==> src/rtl/ram_access_ctrl.sv <==
// Load/store front end for a single-port synchronous RAM: accepts one request,
// issues it to the RAM for one cycle, then returns an aligned/extended response.
`ifndef RAM_ADDR_WIDTH
`define RAM_ADDR_WIDTH 10
`endif

module ram_access_ctrl #(
  parameter int unsigned ADDR_WIDTH = `RAM_ADDR_WIDTH
) (
  input  logic                  clk,
  input  logic                  rst,
  input  logic                  req_valid,
  output logic                  req_ready,
  input  logic                  req_we,
  input  logic [31:0]           req_addr,
  input  logic [1:0]            req_size,
  input  logic                  req_unsigned,
  input  logic [31:0]           req_wdata,
  output logic                  rsp_valid,
  output logic [31:0]           rsp_rdata,
  output logic                  rsp_err,
  output logic [ADDR_WIDTH-1:0] ram_addr,
  output logic [31:0]           ram_din,
  output logic [3:0]            ram_we,
  input  logic [31:0]           ram_dout
);

  localparam logic [1:0] IDLE  = 2'd0;
  localparam logic [1:0] ISSUE = 2'd1;
  localparam logic [1:0] RESP  = 2'd2;

  localparam logic [1:0] SIZE_BYTE = 2'b00;
  localparam logic [1:0] SIZE_HALF = 2'b01;

  logic [1:0]  state, state_nxt;
  logic        reg_we, reg_unsigned, reg_illegal;
  logic [1:0]  reg_size, reg_lane;
  logic        accept, illegal;
  logic [3:0]  we_enc, ram_we_nxt;
  logic [31:0] din_enc;
  logic        rsp_valid_nxt, rsp_err_nxt;
  logic [7:0]  byte_lane;
  logic [15:0] half_lane;

  assign req_ready = (state == IDLE) && !rst;
  assign accept    = req_valid && req_ready;

  // Legality of the incoming request
  always_comb begin
    illegal = (req_addr >> (ADDR_WIDTH + 2)) != 32'd0;
    case (req_size)
      SIZE_BYTE: ;
      SIZE_HALF: if (req_addr[0]) illegal = 1'b1;
      2'b10:     if (req_addr[1:0] != 2'b00) illegal = 1'b1;
      default:   illegal = 1'b1;
    endcase
  end

  // Byte-enable and lane-replicated store data for the incoming request
  always_comb begin
    case (req_size)
      SIZE_BYTE: begin
        we_enc  = 4'b0001 << req_addr[1:0];
        din_enc = {4{req_wdata[7:0]}};
      end
      SIZE_HALF: begin
        we_enc  = req_addr[1] ? 4'b1100 : 4'b0011;
        din_enc = {2{req_wdata[15:0]}};
      end
      default: begin
        we_enc  = 4'b1111;
        din_enc = req_wdata;
      end
    endcase
  end

  // Next state and next values of the registered outputs
  always_comb begin
    state_nxt     = state;
    ram_we_nxt    = 4'b0000;
    rsp_valid_nxt = 1'b0;
    rsp_err_nxt   = 1'b0;
    case (state)
      IDLE: begin
        if (accept) begin
          state_nxt  = ISSUE;
          ram_we_nxt = (req_we && !illegal) ? we_enc : 4'b0000;
        end
      end
      ISSUE: begin
        state_nxt     = RESP;
        rsp_valid_nxt = 1'b1;
        rsp_err_nxt   = reg_illegal;
      end
      RESP:    state_nxt = IDLE;
      default: state_nxt = IDLE;
    endcase
  end

  always_ff @(posedge clk) begin
    if (rst) begin
      state        <= IDLE;
      ram_we       <= 4'b0000;
      ram_addr     <= '0;
      ram_din      <= 32'd0;
      rsp_valid    <= 1'b0;
      rsp_err      <= 1'b0;
      reg_we       <= 1'b0;
      reg_unsigned <= 1'b0;
      reg_illegal  <= 1'b0;
      reg_size     <= 2'b00;
      reg_lane     <= 2'b00;
    end else begin
      state     <= state_nxt;
      ram_we    <= ram_we_nxt;
      rsp_valid <= rsp_valid_nxt;
      rsp_err   <= rsp_err_nxt;
      if (accept) begin
        reg_we       <= req_we;
        reg_unsigned <= req_unsigned;
        reg_illegal  <= illegal;
        reg_size     <= req_size;
        reg_lane     <= req_addr[1:0];
        ram_addr     <= req_addr[ADDR_WIDTH+1:2];
        ram_din      <= din_enc;
      end
    end
  end

  // RAM data only arrives in RESP, so the load formatter sits after the RAM output
  always_comb begin
    byte_lane = ram_dout[{reg_lane, 3'b000} +: 8];
    half_lane = reg_lane[1] ? ram_dout[31:16] : ram_dout[15:0];
    rsp_rdata = 32'd0;
    if (state == RESP && !reg_we && !reg_illegal) begin
      case (reg_size)
        SIZE_BYTE: rsp_rdata = {{24{!reg_unsigned && byte_lane[7]}}, byte_lane};
        SIZE_HALF: rsp_rdata = {{16{!reg_unsigned && half_lane[15]}}, half_lane};
        default:   rsp_rdata = ram_dout;
      endcase
    end
  end

endmodule
==> config.mk <==
export PLATFORM = sky130hd
export DESIGN_NAME = ram_access_ctrl
export DESIGN_NICKNAME = d
export VERILOG_FILES = /design/src/rtl/ram_access_ctrl.sv
export SDC_FILE = /design/constraint.sdc
export NUM_CORES = 1
export LEC_CHECK = 0
export BUFFER_PORTS_ARGS = -buffer_cell sky130_fd_sc_hd__buf_4
export CORE_MARGIN = 5
export CORE_UTILIZATION = 39
export CTS_BUF_LIST = sky130_fd_sc_hd__clkbuf_16
export CTS_CLUSTER_SIZE = 10
export DETAILED_ROUTE_END_ITERATION = 8
export GPL_TIMING_DRIVEN = 1
export PLACE_DENSITY = 0.74
export SLEW_MARGIN = 20
export SYNTH_ARGS = -nofsm -noshare
export SYNTH_HDL_FRONTEND = slang
export SYNTH_SLANG_ARGS = --single-unit
==> constraint.sdc <==
create_clock -name clk -period 1.6 [get_ports clk]
set_input_delay 0 -clock clk [delete_from_list [all_inputs] [get_ports clk]]
set_output_delay 0 -clock clk [all_outputs]
set_load 0.05 [all_outputs]
==> implementation parameters <==
Parameter                              Value

Run status
  Status    complete, but fails checks
  Failing checks    negative setup slack

Global route
  Total routing resource utilization after global routing    26.4%
  Global route overflow    0
  Number of global-route vias before repair    3884
  Maximum number of pins on one net before global-route repair    52
  Global-route wire length before repair    18.9 mm
  Initial antenna violation count    0

STA
  Final count of negative-setup-slack endpoints    33
  Worst-case clock skew    0.00672 ns
  Least setup slack across all paths after layout    -0.469 ns
  Max Slew Vio Count    0
  Slew at the pin with the worst max-slew slack    0.731 ns
  Setup repair after global routing missed its margin    yes
  Fmax    0.483 GHz
  Final critical delay including setup and external delays    2.07 ns
  Period utilization    129%
  Headroom to the max-slew limit    51.3%
  Final hold vios    0

Placement
  Port Buffer Count    183
  Last weighted congestion value of the routability-driven placer    0.876
  Half-perimeter wire length of the detailed placement result    8.61 mm
  Place WS    -0.262 ns

Floorplan
  Die width    96.4 µm
  Initial Util    40.1%
  Number of top-level pins    184
  Cell Rows    31
  Die area    9290 µm²
  Core box area    7250 µm²
  Die Y    96.4 µm

Clock network
  Clock sinks    57
  Clock buffer depth    2
  Clock slew at the register clock pins of the worst setup and hold paths    0.05 ns
  H-Tree Depth    3
  Total clock buffers created by CTS    9
  CTS tree    yes
  Clock root buffer    clkbuf_16
  Clock network latency to the later pin of the worst-skew pair    0.32 ns

Worst hold path
  Min-delay worst type    in2reg

Synth
  Mapped Nets    476
  Top cell types by occurrence after synthesis    89 x nand2_1, 57 x dfxtp_1, 42 x nor2_1
  Post-Syn Instances    369
  Post-synth design cell area    2910 µm²
  Number of warnings printed during yosys synthesis    0
  Area share of the leading cell type in the synthesized netlist    39.2%
  Synth area leader    dfxtp_1
  Post-synthesis cell type count    38
  Fraction of registers with async set or reset after synthesis    0%
  Post-synth top flop    dfxtp_1
  Synth Area per Inst    7.88 µm²
  Cell types occupying the most area after synthesis    dfxtp_1 39%, nand2_1 11%, a211oi_1 8.0%
  Most instantiated library cell after synthesis    nand2_1
  Count of flip-flops with a built-in enable after synthesis    0
  FF+latch count, synth    57
  Sequential cell area fraction in the yosys report    39.2%

Detailed routing
  Initial DRC Count    207
  Antenna viol nets, final    0
  Total wirelength of the detailed-routed design    13.2 mm
  Drt first pass iters    7
  Detail-routed net length per standard cell    18.4 µm
  Vias after detailed routing    3868
  Total DRC errors in the routed layout    0
  Via density    5.38

Worst setup path
  Buf/Inv on CP    2
  Crit path kind    reg2out
  Cells along the critical path    mux4_2 -> nor2b_4 -> o21ai_4 -> clkbuf_16 -> nand2_4 -> buf_6
  Critical path data required time    1.60 ns
  Element type at the critical path end    output port
  CP max-delay cell    mux4_2
  Data arrival time of the worst path    2.07 ns
  Top fanout value on the critical path    6
  Crit-path max cell delay    0.53 ns
  Kind of cell adding the most delay to the critical path    multiplexers
  Startpoint type of the worst setup path    flop

Power
  Worst ir drop on vdd    0.771 mV
  Power density over the cells    809 nW/µm²
  Total power draw    4870 µW
  Leakage dissipation    0.00265 µW

Layout
  Count of nets after finishing    722
  Total inserted antenna cells    0
  Area of all sequential standard cells    1150 µm²
  Layout cell share with drive strength beyond 1    51.0%
  Footprint of the multi-input gates    2100 µm²
  Fillcell total    423
  Area added between synthesis and finish    107%

Flow run
  Count of maximum capacitance violations    0
layout by cell type (no fill, tap or decap), types with 8 or more instances in the layout:
| cell | n |
|---|---|
| buf_8 | 8 |
| nor3_4 | 11 |
| nand2_4 | 11 |
| buf_6 | 30 |
| clkbuf_16 | 12 |
| mux2i_1 | 9 |
| nand2_1 | 72 |
| nor2_4 | 8 |
| nor2_1 | 34 |
| dlygate4sd3_1 | 38 |
| dfxtp_1 | 54 |
| a211oi_1 | 24 |
| a21oi_1 | 28 |
| nand2b_1 | 10 |
| buf_4 | 181 |
tightest hold or removal path, stage by stage:
cell      delay [ns]
buf_4           0.11
mux2i_1         0.12
a211oi_1        0.08
logic make-up (layout without fill, tap and decap cells):
| logic type | Yosys count | in the layout | synth area share [%] |
|---|---|---|---|
| and+or+nand+nor | 176 | 176 | 27.1 |
| AOI/OAI and AO/OA | 82 | 82 | 20.4 |
| DFF | 57 | 57 | 39.2 |
| buffers and inverters | 33 | 284 | 4.95 |
| muxes | 17 | 17 | 6.58 |
| adders and majority gates | 4 | 4 | 1.72 |
layer usage:
layer / part of all wire [%] / up-vias / track usage (%)
li1: - / 1798 / -
met2: 53 / 195 / 48.5
met1: 36 / 1833 / 28.0
met3: 7.6 / 42 / 6.25
met5: 0 / - / 0
met4: 3.7 / 0 / 12.9
worst paths after layout:
kind	from	end	slack, ns	cells after the start
max	reg_lane[1]$_SDFFE_PP0P_	rsp_rdata[24]	-0.47	6
min reg2reg	ram_addr[9]$_SDFFE_PP0P_	ram_addr[9]$_SDFFE_PP0P_	0.46	2
min	req_wdata[19]	ram_din[19]$_SDFFE_PP0P_	0.03	3
max reg2reg	state[1]$_SDFFE_PP0P_	ram_din[14]$_SDFFE_PP0P_	-0.01	6
final cells by class:
cell class / instances / share of cell area [%]
flip-flops and latches: 57 / 19.1
inverters: 5 / 0.354
well taps: 99 / 2.06
clock buffers: 9 / 3.74
clock inverters: 7 / 1.04
repair buffers: 263 / 38.8
multi-input cells: 279 / 35.0
sequential cells by signal, indices dropped and copies added, names as in the netlist, 2 cells and up:
| register | flops |
|---|---|
| reg_size | 2 |
| state | 2 |
| ram_addr | 10 |
| ram_we | 4 |
| ram_din | 32 |
| reg_lane | 2 |
stage by stage:
step	cell area [µm²]	util, %	hold slack [ns]	setup TNS, ns	instances
finish	6020	83.0	0.0319	-12.61	719
global route	6020	83.0	0.0468	-14.41	719
CTS	5790	79.9	0.0306	-12.64	716
detailed placement	4890	67.4	0.257	-5.47	659
global placement	4890	67.4	0.248	-4.39	659
floorplan	3270	-	0.128	-1.94	369
report_power, final:
part / switching, µW / total [µW] / internal (µW)
logic: 825 / 1490 / 663
registers: 51.8 / 1550 / 1500
clock network: 642 / 1830 / 1180
total: 1520 / 4870 / 3350
repair_timing:
item | in CTS | in global routing
setup endpoints to repair | 32 | 45
hold endpoints to repair | 38 | 0
gates resized for setup | 49 | 42
pin swaps | 10 | 5
gates cloned | 1 | 2
hold buffers | 38 | 0
buffers inserted | 3 | 2
No activity file was read; power rests on OpenSTA's default activity.
